<file path="config.mk">
export PLATFORM = sky130hd
export DESIGN_NAME = instr_fetch_unit
export DESIGN_NICKNAME = d
export VERILOG_FILES = /design/src/rtl/riscv_pkg.sv /design/src/rtl/sync_fifo.sv /design/src/rtl/instr_fetch_unit.sv
export SDC_FILE = /design/constraint.sdc
export NUM_CORES = 1
export LEC_CHECK = 0
export ABC_AREA = 1
export BUFFER_PORTS_ARGS = -buffer_cell sky130_fd_sc_hd__buf_2
export CAP_MARGIN = 30
export CORE_MARGIN = 5
export CORE_UTILIZATION = 56
export CTS_CLUSTER_SIZE = 8
export DETAILED_ROUTE_END_ITERATION = 16
export PLACE_DENSITY_LB_ADDON = 0.05
export REMOVE_ABC_BUFFERS = 1
export SLEW_MARGIN = 20
export SYNTH_ARGS = -nofsm -noshare
export SYNTH_HDL_FRONTEND = slang
export SYNTH_SLANG_ARGS = --single-unit
</file>
<file path="constraint.sdc">
create_clock -name clk_in -period 6.1 [get_ports clk_in]
set_input_delay 0.915 -clock clk_in [delete_from_list [all_inputs] [get_ports clk_in]]
set_output_delay 0.915 -clock clk_in [all_outputs]
set_load 0.01 [all_outputs]
</file>
<file path="src/rtl/riscv_pkg.sv">
// ---------------------------------------------------------------------------
// riscv_pkg
//   Shared constants and types for the instruction fetch front end.
//   - XLEN        : architectural word / address width
//   - NOP_INSTR   : canonical NOP (addi x0,x0,0) shown to decode on empty slots
//   - PC_INC      : sequential fetch stride in bytes
//   - fetch_state_e : fetch sequencer states
//   - fetch_entry_t : one buffered instruction together with its PC
// ---------------------------------------------------------------------------
package riscv_pkg;

  localparam int XLEN = 32;

  localparam logic [XLEN-1:0] NOP_INSTR = 32'h0000_0013;
  localparam logic [XLEN-1:0] PC_INC    = 32'd4;

  typedef enum logic [1:0] {
    S_BOOT  = 2'd0,  // one idle cycle after reset, no requests
    S_RUN   = 2'd1,  // normal sequential fetching
    S_DRAIN = 2'd2   // discarding responses of requests made before a redirect
  } fetch_state_e;

  // Packed as {pc, inst} so the buffer stores one 64-bit word per entry.
  typedef struct packed {
    logic [XLEN-1:0] pc;
    logic [XLEN-1:0] inst;
  } fetch_entry_t;

  // Force a byte address onto a word boundary.
  function automatic logic [XLEN-1:0] word_align(input logic [XLEN-1:0] addr);
    return addr & ~(XLEN'(3));
  endfunction

endpackage

</file>
<file path="src/rtl/sync_fifo.sv">
// ---------------------------------------------------------------------------
// sync_fifo
//   Single-clock FIFO with registered output (no push-to-pop bypass).
//   DEPTH must be a power of two >= 2 so the pointers wrap naturally.
//   Ports:
//     clk_in        : clock, all updates on the rising edge
//     rst_n_in      : synchronous active-low reset (empties the FIFO)
//     clear_in      : synchronous flush, drops contents and any same-cycle push
//     push_in       : write push_data_in (ignored when full)
//     push_data_in  : data to write
//     pop_in        : remove the head entry (ignored when empty)
//     head_data_out : current head entry (meaningless when empty_out=1)
//     empty_out     : no entries stored
//     count_out     : number of stored entries, 0..DEPTH
// ---------------------------------------------------------------------------
module sync_fifo #(
  parameter  int WIDTH = 64,
  parameter  int DEPTH = 2,
  localparam int AW    = $clog2(DEPTH),
  localparam int CW    = AW + 1
) (
  input  logic             clk_in,
  input  logic             rst_n_in,
  input  logic             clear_in,
  input  logic             push_in,
  input  logic [WIDTH-1:0] push_data_in,
  input  logic             pop_in,
  output logic [WIDTH-1:0] head_data_out,
  output logic             empty_out,
  output logic [CW-1:0]    count_out
);

  logic [WIDTH-1:0] r_mem [DEPTH];
  logic [AW-1:0]    r_wr_ptr;
  logic [AW-1:0]    r_rd_ptr;
  logic [CW-1:0]    r_count;

  logic w_full;
  logic w_push;
  logic w_pop;

  assign w_full    = (r_count == CW'(DEPTH));
  assign empty_out = (r_count == '0);
  assign count_out = r_count;

  // A clear discards everything, including whatever arrives in the same cycle.
  assign w_push = push_in & ~w_full & ~clear_in;
  assign w_pop  = pop_in & ~empty_out & ~clear_in;

  assign head_data_out = r_mem[r_rd_ptr];

  // NOTE: sequential state is written with non-blocking assignments so every
  // register samples the pre-edge values of its neighbours.
  always_ff @(posedge clk_in) begin
    if (!rst_n_in || clear_in) begin
      r_wr_ptr <= '0;
      r_rd_ptr <= '0;
      r_count  <= '0;
    end else begin
      if (w_push) r_wr_ptr <= r_wr_ptr + AW'(1);
      if (w_pop)  r_rd_ptr <= r_rd_ptr + AW'(1);
      unique case ({w_push, w_pop})
        2'b10:   r_count <= r_count + CW'(1);
        2'b01:   r_count <= r_count - CW'(1);
        default: r_count <= r_count;  // idle, or push and pop cancel out
      endcase
    end
  end

  // NOTE: the storage array has no reset; validity is tracked solely by the
  // pointers and count, so stale contents are never observed.
  always_ff @(posedge clk_in) begin
    if (w_push) r_mem[r_wr_ptr] <= push_data_in;
  end

endmodule

</file>
<file path="src/rtl/instr_fetch_unit.sv">
// ---------------------------------------------------------------------------
// instr_fetch_unit
//   Fetch front end: owns the fetch PC, issues in-order word requests to
//   instruction memory (req/gnt + in-order rvalid), buffers returned words
//   and presents one instruction per cycle to decode.
//   Ports:
//     clk_in, rst_n_in        : clock, synchronous active-low reset
//     stall_in                : decode cannot accept; hold inst_out/pc_out
//     branch_taken_in         : one-cycle redirect request from execute
//     branch_pc_in            : redirect target, low two bits ignored
//     imem_req_out            : fetch request valid
//     imem_addr_out           : word address of the request
//     imem_gnt_in             : request accepted this cycle
//     imem_rvalid_in          : read data valid (in request order)
//     imem_rdata_in           : read data
//     inst_out / pc_out       : instruction and its PC (NOP / 0 when empty)
//     inst_valid_out          : inst_out is a real fetched instruction
//     flush_out               : inverse of inst_valid_out
// ---------------------------------------------------------------------------
module instr_fetch_unit
  import riscv_pkg::*;
#(
  parameter logic [XLEN-1:0] RESET_PC   = 32'h0000_0000,
  parameter int              FIFO_DEPTH = 2
) (
  input  logic            clk_in,
  input  logic            rst_n_in,
  input  logic            stall_in,
  input  logic            branch_taken_in,
  input  logic [XLEN-1:0] branch_pc_in,
  output logic            imem_req_out,
  output logic [XLEN-1:0] imem_addr_out,
  input  logic            imem_gnt_in,
  input  logic            imem_rvalid_in,
  input  logic [XLEN-1:0] imem_rdata_in,
  output logic [XLEN-1:0] inst_out,
  output logic [XLEN-1:0] pc_out,
  output logic            inst_valid_out,
  output logic            flush_out
);

  localparam int CW = $clog2(FIFO_DEPTH) + 1;  // counter width, holds 0..FIFO_DEPTH
  localparam int OW = CW + 1;                  // occupancy sum width

  fetch_state_e    r_state;
  fetch_state_e    w_state_nxt;

  logic [XLEN-1:0] r_fetch_pc;     // address of the next request
  logic [XLEN-1:0] r_resp_pc;      // PC belonging to the next accepted response
  logic [CW-1:0]   r_outstanding;  // live requests granted but not yet returned
  logic [CW-1:0]   r_kill_cnt;     // pre-redirect responses still to be discarded

  logic [CW-1:0]   w_kill_nxt;
  logic [CW-1:0]   w_fifo_count;
  logic [OW-1:0]   w_occupancy;
  logic            w_redirect;
  logic            w_req;
  logic            w_fire;
  logic            w_accept;
  logic            w_retire;
  logic            w_fifo_empty;
  logic            w_pop;
  fetch_entry_t    w_push_entry;
  fetch_entry_t    w_head;

  // Redirects are ignored in S_BOOT; everywhere else they take priority.
  assign w_redirect = branch_taken_in & (r_state != S_BOOT);

  assign w_fire = w_req & imem_gnt_in;

  // A returning word is kept unless it belongs to a killed request or the
  // redirect cycle itself.
  assign w_accept = imem_rvalid_in & (r_state != S_DRAIN) & ~w_redirect;
  assign w_retire = imem_rvalid_in & (r_state == S_RUN);

  // Requests that were granted before (or together with) the redirect are
  // all in flight from the new path's point of view. In S_RUN r_kill_cnt is
  // zero; in S_DRAIN r_outstanding is zero and no request fires, so one sum
  // covers both cases.
  assign w_kill_nxt = r_kill_cnt + r_outstanding + CW'(w_fire) - CW'(imem_rvalid_in);

  // Requests plus buffered words never exceed the buffer, so every response
  // is guaranteed a slot.
  assign w_occupancy = {1'b0, r_outstanding} + {1'b0, w_fifo_count};

  // NOTE: every signal driven here gets a default first, so no path through
  // the block can leave it unassigned and infer a latch.
  always_comb begin
    w_state_nxt = r_state;
    w_req       = 1'b0;
    unique case (r_state)
      S_BOOT: begin
        w_state_nxt = S_RUN;
      end
      S_RUN: begin
        w_req = (w_occupancy < OW'(FIFO_DEPTH));
      end
      S_DRAIN: begin
        if (imem_rvalid_in && (r_kill_cnt == CW'(1))) w_state_nxt = S_RUN;
      end
      default: begin
        w_state_nxt = S_BOOT;
      end
    endcase
    if (w_redirect) w_state_nxt = (w_kill_nxt != '0) ? S_DRAIN : S_RUN;
  end

  always_ff @(posedge clk_in) begin
    if (!rst_n_in) begin
      r_state       <= S_BOOT;
      r_fetch_pc    <= RESET_PC;
      r_resp_pc     <= RESET_PC;
      r_outstanding <= '0;
      r_kill_cnt    <= '0;
    end else begin
      r_state <= w_state_nxt;
      if (w_redirect) begin
        r_fetch_pc    <= word_align(branch_pc_in);
        r_resp_pc     <= word_align(branch_pc_in);
        r_outstanding <= '0;
        r_kill_cnt    <= w_kill_nxt;
      end else begin
        if (w_fire)   r_fetch_pc <= r_fetch_pc + PC_INC;
        if (w_accept) r_resp_pc  <= r_resp_pc + PC_INC;
        unique case ({w_fire, w_retire})
          2'b10:   r_outstanding <= r_outstanding + CW'(1);
          2'b01:   r_outstanding <= r_outstanding - CW'(1);
          default: r_outstanding <= r_outstanding;
        endcase
        if ((r_state == S_DRAIN) && imem_rvalid_in) r_kill_cnt <= r_kill_cnt - CW'(1);
      end
    end
  end

  assign w_push_entry = '{pc: r_resp_pc, inst: imem_rdata_in};

  sync_fifo #(
    .WIDTH (2 * XLEN),
    .DEPTH (FIFO_DEPTH)
  ) u_inst_buf (
    .clk_in        (clk_in),
    .rst_n_in      (rst_n_in),
    .clear_in      (w_redirect),
    .push_in       (w_accept),
    .push_data_in  (w_push_entry),
    .pop_in        (w_pop),
    .head_data_out (w_head),
    .empty_out     (w_fifo_empty),
    .count_out     (w_fifo_count)
  );

  // The head is hidden combinationally in a redirect cycle so decode never
  // sees a wrong-path instruction.
  assign inst_valid_out = ~w_fifo_empty & ~branch_taken_in;
  assign flush_out      = ~inst_valid_out;
  assign w_pop          = inst_valid_out & ~stall_in;

  assign inst_out      = inst_valid_out ? w_head.inst : NOP_INSTR;
  assign pc_out        = inst_valid_out ? w_head.pc   : '0;
  assign imem_req_out  = w_req;
  assign imem_addr_out = r_fetch_pc;

endmodule

</file>
Yosys cells after proc, flatten, opt, wreduce, memory -nomap -nowiden --
Memories as Yosys holds them, arrays and structs flattened. A register that Yosys moved wholly into a read port is not among the register bits. Index checks and enable logic that the tools add are counted.
Cells by class: reductions and logical operators 15, $add $sub $neg 13, bitwise logic cells 18, magnitude comparators 1, eq/ne operators 11, multiplexer cells 19
Operator list (number):
- two-way mux 32 bit | 6
- adder 32 x 3 -> 32 bit (second input constant) | 2
- nonzero test 2 bit | 7
- AND 1 bit | 11
- two-way mux 2 bit | 5
- equality test 2 x 1 -> 1 bit (second input constant) | 4
- equality test 2 bit (second input constant) | 4
- one-hot mux 2 bit (2 select lines) | 2
- NOT 1 bit | 7
- one-hot mux 2 bit (3 select lines) | 1
- subtractor 2 x 1 -> 2 bit (second input constant) | 3
- two-way mux 1 bit | 5
- adder 2 x 1 -> 2 bit (second input constant) | 2
- logical NOT 2 bit | 2
- adder 2 x 2 -> 3 bit | 1
- < comparator 3 x 2 -> 1 bit (second input constant) | 1
- inequality test 3 x 2 -> 1 bit (second input constant) | 1
- adder 1 bit (second input constant) | 2
- adder 2 x 1 -> 2 bit | 1
- adder 2 bit | 1
- logical AND 1 bit | 2
- inequality test 2 x 1 -> 1 bit (second input constant) | 1
- inequality test 2 bit (second input constant) | 1
- AND reduction 2 bit | 1
- other kinds (4) | 4
Word-level totals: input bits 70, memories kept 1, register bits after elaboration 74, logic and storage cells 88, output and inout port bits 99, RAM bits 128
Memory list:
- u_inst_buf.r_mem | depth 2, width 64, read ports 1, clocked after memory_dff 1, write ports 1, RTL line sync_fifo.sv:33 | logic [WIDTH-1:0] r_mem [DEPTH];

Logic depth before layout (Yosys ltp) --
Gate-level depths: netlist of the first run.
depth in word-level cells 9, depth in mapped cells 13, depth with buffers taken out 12

Hierarchy --
Synthesis of the first run repeated with hierarchy kept, for this count alone.
Second synthesis, totals: cell total of the unflattened synthesis 1159, area, all modules 10378.7 um^2
Modules (own cells, without submodules):
- instr_fetch_unit | seq. area each 1321.3 um^2, cells each 920, area each 5203.7 um^2, times used 1
- sync_fifo | seq. area each 3943.8 um^2, cells each 239, area each 5175.0 um^2, times used 1

Worst setup path before layout of the first run --
OpenSTA, ideal clock, no wires.
kind in2reg, from input branch_taken_in, to memory u_inst_buf.r_mem[0][0] (enable), required time 5.616 ns, data arrival time 4.004 ns, setup time 0.484 ns, path buffers 1, stages 6, setup slack 1.612 ns, cell sequence inv_1 -> a21oi_2 -> inv_1 -> buf_6 -> o211ai_1 -> nor2_1
On the way: cells in the longest elaborated chain, start to end 7
Ends and longest elaborated chain:
- start, declared | RTL line instr_fetch_unit.sv:29 | input logic branch_taken_in,
- AND 1 bit (*) | RTL line instr_fetch_unit.sv:67 | assign w_redirect = branch_taken_in & (r_state != S_BOOT);
- NOT 1 bit (*) | RTL line sync_fifo.sv:47, instr_fetch_unit.sv:73
- AND 1 bit | RTL line instr_fetch_unit.sv:73 | assign w_accept = imem_rvalid_in & (r_state != S_DRAIN) & ~w_redirect;
- AND 1 bit | RTL line sync_fifo.sv:47 | assign w_push = push_in & ~w_full & ~clear_in;
- AND 1 bit (*) | RTL line sync_fifo.sv:47
- two-way mux 1 bit (*) | RTL line sync_fifo.sv:73 | if (w_push) r_mem[r_wr_ptr] <= push_data_in;
- two-way mux 1 bit (implied by the code) (*) | RTL line sync_fifo.sv:73
- end, declared | RTL line sync_fifo.sv:33
Mark *: on every way between the ends. The rest lies on a longest branch, timed or not.

Worst setup path after layout of the first run --
from input branch_taken_in, to output pc_out[9]
On the way: cells in the longest elaborated chain, start to end 3
Ends and longest elaborated chain:
- NOT 1 bit | RTL line instr_fetch_unit.sv:154 | assign inst_valid_out = ~w_fifo_empty & ~branch_taken_in;
- AND 1 bit | RTL line instr_fetch_unit.sv:154
- two-way mux 32 bit | RTL line instr_fetch_unit.sv:159 | assign pc_out = inst_valid_out ? w_head.pc : '0;
- end, declared | RTL line instr_fetch_unit.sv:37 | output logic [XLEN-1:0] pc_out,
Every way passes these cells.

==> flow_summary.yaml, run 1 <==
cts:
  postCtsSetupBuffers: 0
  clk_latency_ns: 0.44
  root_buffer: "clkbuf_16"
  clockBufferDepth: 2
  hold_buffers: 0
  cts.sinks: 195
  htree_levels: 4
  path_clk_slew_ns: 0.06
  cts_made_buffers: 17
  cts_resized: 0
  cts_tree: "yes"
worst_setup_path:
  cp-end-kind: "primary output"
  start_kind: "input pin"
  critPathTopFamily: "buffers and inverters"
  slowest_delay_ns: 0.66
  cp.arrival_ns: 2.52
  crit_slowest_cell: "a21oi_4"
  cp.depth: 6
  crit_path_max_fanout: 33
  cp.required_ns: 5.18
  r2r_setup_slack_ns: 3.00
  reg2regPathDepth: 7
  path_buf_inv: 4
  crit_path_cell_trace: "buf_2, a21oi_4, buf_4, nand2_1, inv_1, buf_2"
  path_common_cell: "buf_2"
  critPathKind: "in2out"
placed_design:
  pre_cts_ws_ns: 2.46
  port_buffers: 162
  routabilityCongestion: 0.887
  dpl.hpwl_um: 15200
status:
  status: "finished clean"
power:
  p_int_uw: 2930
  powerDensity_nw_per_um2: 406
  ir_drop_mv: 0.234
  clockPowerShare_pct: 24.2
  p_sw_share_pct: 35.8
  comb_power_share_pct: 30.5
  p_leak_uw: 0.00493
  netSwitchingPower_uw: 1630
  p_seq_share_pct: 45.3
final_layout:
  drive_above_1_share_pct: 21.4
  nets: 1341
  area_delta_synth_final_pct: 16.1
  final_common_cell: "nand2_1"
  final_cell_mix: "nand2_1, buf_2, inv_1"
  diodes: 0
sta:
  setup_slack_ns: 2.66
  max_freq_mhz: 291
  worst_pin_slew_ns: 0.868
  min_period_ns: 3.44
  finClkSkew_ns: 0.0182
  relSlewSlack_pct: 42.0
  maxSlewViolCount: 0
  fin_setup_tns_ns: 0
  setup_viol: 0
  finalHoldViolations: 0
  final.period_utilization_pct: 56.4
  grt_setup_unrepaired: "false"
detailed_routing:
  drc_errors: 0
  finalWirelength_um: 22000
  vias: 7759
  drtIter0Drc: 448
  wl_per_cell_um: 14.7
  antenna_left: 0
  via_per_inst: 5.17
  dr.pass1.iters: 5
synthesis:
  synth_area_per_cell_um2: 8.67
  syn_inst: 1115
  synth_seq_area_share_pct: 53.2
  ys_ff_latch: 195
  synth_cell_types: 34
  synth.largest_area_cell: "edfxtp_1"
  synth.area.top_cells: "edfxtp_1, dfxtp_1, nand2_1"
  synth_top_area_share_pct: 38.5
  syn_area_um2: 9670
  yosysWarnings: 0
floorplanning:
  dieWidth_um: 141
  start_util_pct: 56.5
  io_pins: 169
  die_h_um: 141
  core_area_um2: 17100
  die_area_um2: 20000
  rows: 48
worst_hold_path:
  hold_class: "reg2reg"
  hold_depth: 2
global_route:
  gr-usage-all-layers_pct: 22.2
  grt_pass1_vias: 7307
  grt_max_degree: 58
  grt_pass1_wl_um: 35900
  grt_antenna_before_repair: 0
  overflow: 0
job:
  maxCapViolCount: 0
==> through the flow <==
stage	util, %	area [um^2]	hold slack, ns	std cells	power, uW
6_report	65.6	11200	0.520	1500	4560
5_1_grt	65.6	11200	0.531	1500	4870
4_1_cts	65.6	11200	0.522	1500	4590
3_5_place_dp	62.2	10600	0.500	1469	3490
3_3_place_gp	62.1	10600	0.492	1468	3450
2_1_floorplan	-	9450	0.459	1073	2980
==> cell families (layout without fill, tap and decap cells) <==
family / Yosys count / in the layout / synth area share [%]
AO/OA/AOI/OAI: 168 / 168 / 9.33
XOR/XNOR: 6 / 6 / 0.544
adder cells (fa/ha/maj): 8 / 8 / 1.19
buffers and inverters: 201 / 358 / 8.40
flip-flops: 195 / 195 / 53.2
multiplexers: 59 / 59 / 6.87
other: 1 / 4 / 0.0388
AND/OR/NAND/NOR: 477 / 477 / 20.4
==> worst paths after layout <==
path,start,to
setup / recovery,branch_taken_in,pc_out[9]
hold / removal,u_inst_buf.r_wr_ptr,u_inst_buf.r_wr_ptr
setup reg to reg,r_state[0],u_inst_buf.r_mem[0][60]
hold reg to reg,u_inst_buf.r_wr_ptr,u_inst_buf.r_wr_ptr
==> registers in the layout, summed over array words and instances (netlist names), named ones only <==
signal / cells
u_inst_buf.r_mem: 124
u_inst_buf.r_rd_ptr: 1
imem_addr_out: 30
u_inst_buf.count_out: 2
r_outstanding: 2
r_state: 2
r_kill_cnt: 2
u_inst_buf.r_wr_ptr: 1
r_resp_pc: 30
==> metal layers <==
layer | track usage (%) | vias to the layer above | wire (um)
met2 | 36.3 | 220 | 10200
met4 | 6.41 | 0 | 342
li1 | - | 3974 | -
met1 | 30.6 | 3541 | 10200
met3 | 4.21 | 24 | 1250
met5 | 0 | - | 0
==> cells in the mapped netlist <==
cell and n:
nor3b_1 1, dfxtp_1 71, nand3_1 87, o21bai_1 3
clkbuf_1 17, nand4_1 7, nor2_1 85, ha_1 6
buf_6 2, buf_4 6, xor2_1 4, edfxtp_1 124
buf_1 4, xnor2_1 2, a21oi_2 2, nand2_2 1
o22ai_1 1, fa_1 2, o31ai_1 4, nor3_1 6
inv_1 156, o21ai_0 67, or2_2 6, buf_2 16
o211ai_1 10, conb_1 1, a31oi_1 8, nand3b_1 2
nor2_4 2, nor4_1 1, and2_1 1, mux2_2 59
a21oi_1 73, nand2_1 278
==> power groups by stage <==
stage	Combinational [uW]	Clock (uW)	Sequential [uW]
6_report	1390	1100	2070
3_5_place_dp	1400	0	2090
2_1_floorplan	916	0	2070
3_3_place_gp	1370	0	2070
4_1_cts	1410	1120	2060
5_1_grt	1580	1170	2110
==> layout make-up <==
| type | count | area [um^2] |
|---|---|---|
| Tap cell | 225 | 282 |
| Clock inverter | 13 | 149 |
| Inverter | 156 | 586 |
| Sequential cell | 195 | 5150 |
| Clock buffer | 18 | 429 |
| Multi-Input combinational cell | 722 | 3750 |
| Fill cell | 1464 | 5890 |
| Timing Repair Buffer | 171 | 878 |
==> worst register-to-register path, stage by stage, from the launching register on <==
cell and delay (ns):
dfxtp_1 0.38, inv_1 0.11, nand2_1 0.08, nand2_1 0.18, inv_1 0.43, o211ai_1 0.36, nor2_4 0.56, buf_4 0.60
Power figures use the tool's default switching activity.
==> run 2, diff against run 1 <==
Clock period 6.1 ns to 3.3 ns, I/O delays scaled along.
==> run 2 against run 1 <==
Against the previous run: total power rose by 84%; worst hold slack got worse by 0.27 ns; combinational power rose by 88%; sequential share of layout area is 0.16 points lower; clock-buffer cell count did not move; clock skew fell by 0.0032 ns; cell count up 0.40%; core utilization up 0.23 points; critical path depth shrank 1; register-to-register slack got worse by 2.2 ns; worst setup slack worse by 2.0 ns; non-clock buffer count increased by 5; critical endpoint is now pc_out[20]; largest cell class unchanged.
==> flow_summary.yaml, run 2 (same netlist as run 1, synthesis figures left out) <==
final_layout:
  n_fill_cell: 1481
  final_common_cell: "nand2_1"
  area_delta_synth_final_pct: 16.5
  nets: 1346
  final_cell_mix: "nand2_1, buf_2, inv_1"
  largest_reg_flops: 124
  drive_above_1_share_pct: 21.7
  diodes: 0
  top_register: "u_inst_buf.r_mem"
global_route:
  grt_max_degree: 64
  grt_antenna_before_repair: 0
  grt_pass1_vias: 7168
  overflow: 0
  gr-usage-all-layers_pct: 22.1
  grt_pass1_wl_um: 35400
detailed_routing:
  antenna_left: 0
  drtIter0Drc: 423
  wl_per_cell_um: 14.6
  dr.pass1.iters: 6
  drc_errors: 0
  via_per_inst: 5.16
  vias: 7769
  finalWirelength_um: 22000
floorplanning:
  die_h_um: 141
  core_area_um2: 17100
  die_area_um2: 20000
  io_pins: 169
  start_util_pct: 56.5
  rows: 48
  dieWidth_um: 141
cts:
  clk_latency_ns: 0.44
  postCtsSetupBuffers: 0
  cts_resized: 0
  clockBufferDepth: 2
  root_buffer: "clkbuf_16"
  hold_buffers: 0
  htree_levels: 4
  cts_tree: "yes"
  cts.sinks: 195
  cts_made_buffers: 17
  path_clk_slew_ns: 0.07
sta:
  timing.hold.ws_ns: 0.253
  worst_pin_slew_ns: 0.667
  grt_setup_unrepaired: "false"
  min_period_ns: 2.62
  finClkSkew_ns: 0.0150
  relSlewSlack_pct: 55.5
  maxSlewViolCount: 0
  setup_viol: 0
  finalHoldViolations: 0
  max_freq_mhz: 382
  final.period_utilization_pct: 79.3
  fin_setup_tns_ns: 0
job:
  maxCapViolCount: 0
worst_hold_path:
  holdPathEnd: "u_inst_buf.r_mem[0][14]"
  hold_depth: 1
  hold_path.startpoint: "imem_rdata_in[14]"
  hold_class: "in2reg"
worst_setup_path:
  start_kind: "flip-flop"
  r2r_end: "r_state[0]"
  cp.arrival_ns: 2.12
  crit_path_max_fanout: 42
  cp.required_ns: 2.80
  crit_slowest_cell: "dfxtp_2"
  crit_path_cell_trace: "buf_12, mux2_2, nand2_1, inv_1, buf_2"
  reg2regPathDepth: 12
  slowest_delay_ns: 0.72
  regToRegStartpoint: "r_outstanding[0]"
  critPathKind: "reg2out"
  cp-end-kind: "primary output"
  r2r_setup_slack_ns: 0.81
placed_design:
  routabilityCongestion: 0.858
  dpl.hpwl_um: 15300
  port_buffers: 162
status:
  status: "finished clean"
power:
  powerDensity_nw_per_um2: 747
  p_leak_uw: 0.00496
  ir_drop_mv: 0.386
## run 2: changes by cell type in the layout (fill, tap and decap cells not counted), sizes merged
| cell | change |
|---|---|
| buf | +5 |
| inv | -1 |
| clkinvlp | -2 |
| bufinv | -1 |
| clkinv | +5 |
## run 2: where the power goes
| part | switching [uW] | internal (uW) | total [uW] |
|---|---|---|---|
| Clock | 925 | 1050 | 1980 |
| Combinational | 1610 | 1010 | 2620 |
| Sequential | 498 | 3310 | 3810 |
## run 2: worst max-delay path, delay by kind of cell, from the launching register on
family	cells	cell delay (ns)
and+or+nand+nor	1	0.07
buffers and inverters	3	0.49
DFF	1	0.72
muxes	1	0.37
## run 2: cell type report
class / count / area [um^2] / share of cell area, %
multi-input combinational: 722 / 3750 / 33.3
clock buffer: 18 / 429 / 3.81
tap: 225 / 282 / 2.50
timing repair buffer: 176 / 941 / 8.35
inverter: 156 / 586 / 5.20
clock inverter: 14 / 126 / 1.12
sequential: 195 / 5150 / 45.7
## run 2: how the worst max path moves through the flow
stage	from	to	slack (ns)
2_1_floorplan	branch_taken_in	u_inst_buf.r_mem[0][0]	-1.82
5_1_grt	u_inst_buf.count_out[0]	inst_out[4]	0.51
4_1_cts	flip-flop	pc_out[20]	0.63
3_3_place_gp	r_outstanding[0]	r_state[0]	0.84
6_report	flip-flop	pc_out[20]	0.68
3_5_place_dp	r_outstanding[0]	r_state[0]	0.81
## run 2: metrics by stage
step                utilization, %  setup WS (ns)  instances  area (um^2)  power (uW)
global placement              62.5          0.838       1473        10700        6410
finish                        65.8          0.682       1506        11300        8410
global route                  65.8          0.506       1506        11300        9000
CTS                           65.8          0.634       1506        11300        8470
floorplan                        -          -1.82       1073         9450        5510
detailed placement            62.6          0.811       1474        10700        6490
## run 2: layer usage
layer	up-vias	part of all wire [%]	track usage, %
li1	3982	-	-
met1	3541	46	31.1
met2	222	46	35.3
met3	24	6.0	3.88
met4	0	1.7	6.62
met5	-	0	0
==> run 3, diff against run 2 <==
Clock period 3.3 ns to 2.7 ns, I/O delays scaled along.
==> run 3 against run 2 <==
Against the previous run: final area grew 0.73%; total power grew 24%; sequential power grew 22%; largest power group unchanged.
==> flow_summary.yaml, run 3 (same netlist as run 1, synthesis figures left out) <==
final_layout:
  final_cell_mix: "nand2_1, buf_2, inv_1"
  diodes: 0
  top_register: "u_inst_buf.r_mem"
  n_fill_cell: 1445
  drive_above_1_share_pct: 21.9
  nets: 1348
  largest_reg_flops: 124
  multi_input_area_um2: 3750
  final_common_cell: "nand2_1"
  seqCellArea_um2: 5150
  area_delta_synth_final_pct: 17.3
worst_setup_path:
  crit_path_max_fanout: 6
  critPathTopFamily: "adder cells"
  critPathLaunch: "r_outstanding[0]"
  regToRegStartpoint: "r_outstanding[0]"
  slowest_delay_ns: 0.45
  cp-end-kind: "flip-flop"
  crit_slowest_cell: "dfxtp_1"
  start_kind: "flip-flop"
  critPathKind: "reg2reg"
  cp.required_ns: 3.07
  cp.arrival_ns: 2.68
  crit_path_cell_trace: "nand2_1, inv_1, fa_1, nor2_1, nand4_1, buf_4, ha_1, nor3b_1, o21ai_0, a21oi_1"
  path_buf_inv: 2
status:
  status: "finished clean"
power:
  p_leak_uw: 0.00498
  p_total_uw: 10400
  powerDensity_nw_per_um2: 917
  ir_drop_mv: 0.526
detailed_routing:
  antenna_left: 0
  drc_errors: 0
  dr.pass1.iters: 5
  via_per_inst: 5.22
  wl_per_cell_um: 14.6
  drtIter0Drc: 511
  vias: 7871
  finalWirelength_um: 22000
cts:
  path_clk_slew_ns: 0.07
  cts_resized: 0
  htree_levels: 4
  cts.sinks: 195
  hold_buffers: 0
  root_buffer: "clkbuf_16"
  clockBufferDepth: 2
  postCtsSetupBuffers: 0
  cts_tree: "yes"
  clk_latency_ns: 0.43
  cts_made_buffers: 17
worst_hold_path:
  hold_path.startpoint: "imem_rdata_in[17]"
  hold_class: "in2reg"
floorplanning:
  start_util_pct: 56.5
  core_area_um2: 17100
  io_pins: 169
  die_area_um2: 20000
  die_h_um: 141
  dieWidth_um: 141
  rows: 48
sta:
  maxSlewViolCount: 0
  fin_setup_tns_ns: 0
  setup_viol: 0
  min_period_ns: 2.32
  setup_slack_ns: 0.385
  worst_pin_slew_ns: 0.599
  timing.hold.ws_ns: 0.163
  relSlewSlack_pct: 59.9
  grt_setup_unrepaired: "false"
  final.period_utilization_pct: 85.8
  finalHoldViolations: 0
  max_freq_mhz: 432
  finClkSkew_ns: 0.0115
global_route:
  grt_antenna_before_repair: 0
  grt_pass1_vias: 7253
  grt_pass1_wl_um: 36000
  grt_max_degree: 64
  gr-usage-all-layers_pct: 22.2
  overflow: 0
placed_design:
  pre_cts_ws_ns: 0.400
  port_buffers: 162
  dpl.hpwl_um: 15300
  routabilityCongestion: 0.868
job:
  maxCapViolCount: 0
run 3: stage by stage:
step	instance area [um^2]	util (%)	cells
6_report	11300	66.3	1507
5_1_grt	11300	66.3	1507
4_1_cts	11300	66.3	1507
3_5_place_dp	10800	62.9	1476
3_3_place_gp	10800	62.9	1476
2_1_floorplan	9450	-	1073
run 3: area by class of cell:
cell class | instances | area share [%]
timing repair buffer | 178 | 8.87
clock inverter | 14 | 1.30
clock buffer | 17 | 3.75
inverter | 156 | 5.16
tap | 225 | 2.48
multi-input combinational | 722 | 33.1
sequential | 195 | 45.4
run 3: path summary, 6_finish.rpt:
path	end	slack (ns)	depth (start not counted)
max reg2reg	r_outstanding[1]	0.38	10
min reg2reg	u_inst_buf.count_out[1]	0.51	1
max	r_outstanding[1]	0.38	10
min	u_inst_buf.r_mem[0][17]	0.16	1
run 3: layer usage:
layer / vias up / global-route usage [%] / routed length, um
li1: 3996 / - / -
met1: 3613 / 31.5 / 10000
met2: 239 / 35.9 / 10200
met3: 23 / 4.15 / 1580
met4: 0 / 4.55 / 223
met5: - / 0 / 0
run 3: where the power goes:
group | switching [uW] | internal, uW
sequential | 597 | 4050
combinational | 2010 | 1290
clock | 1160 | 1300
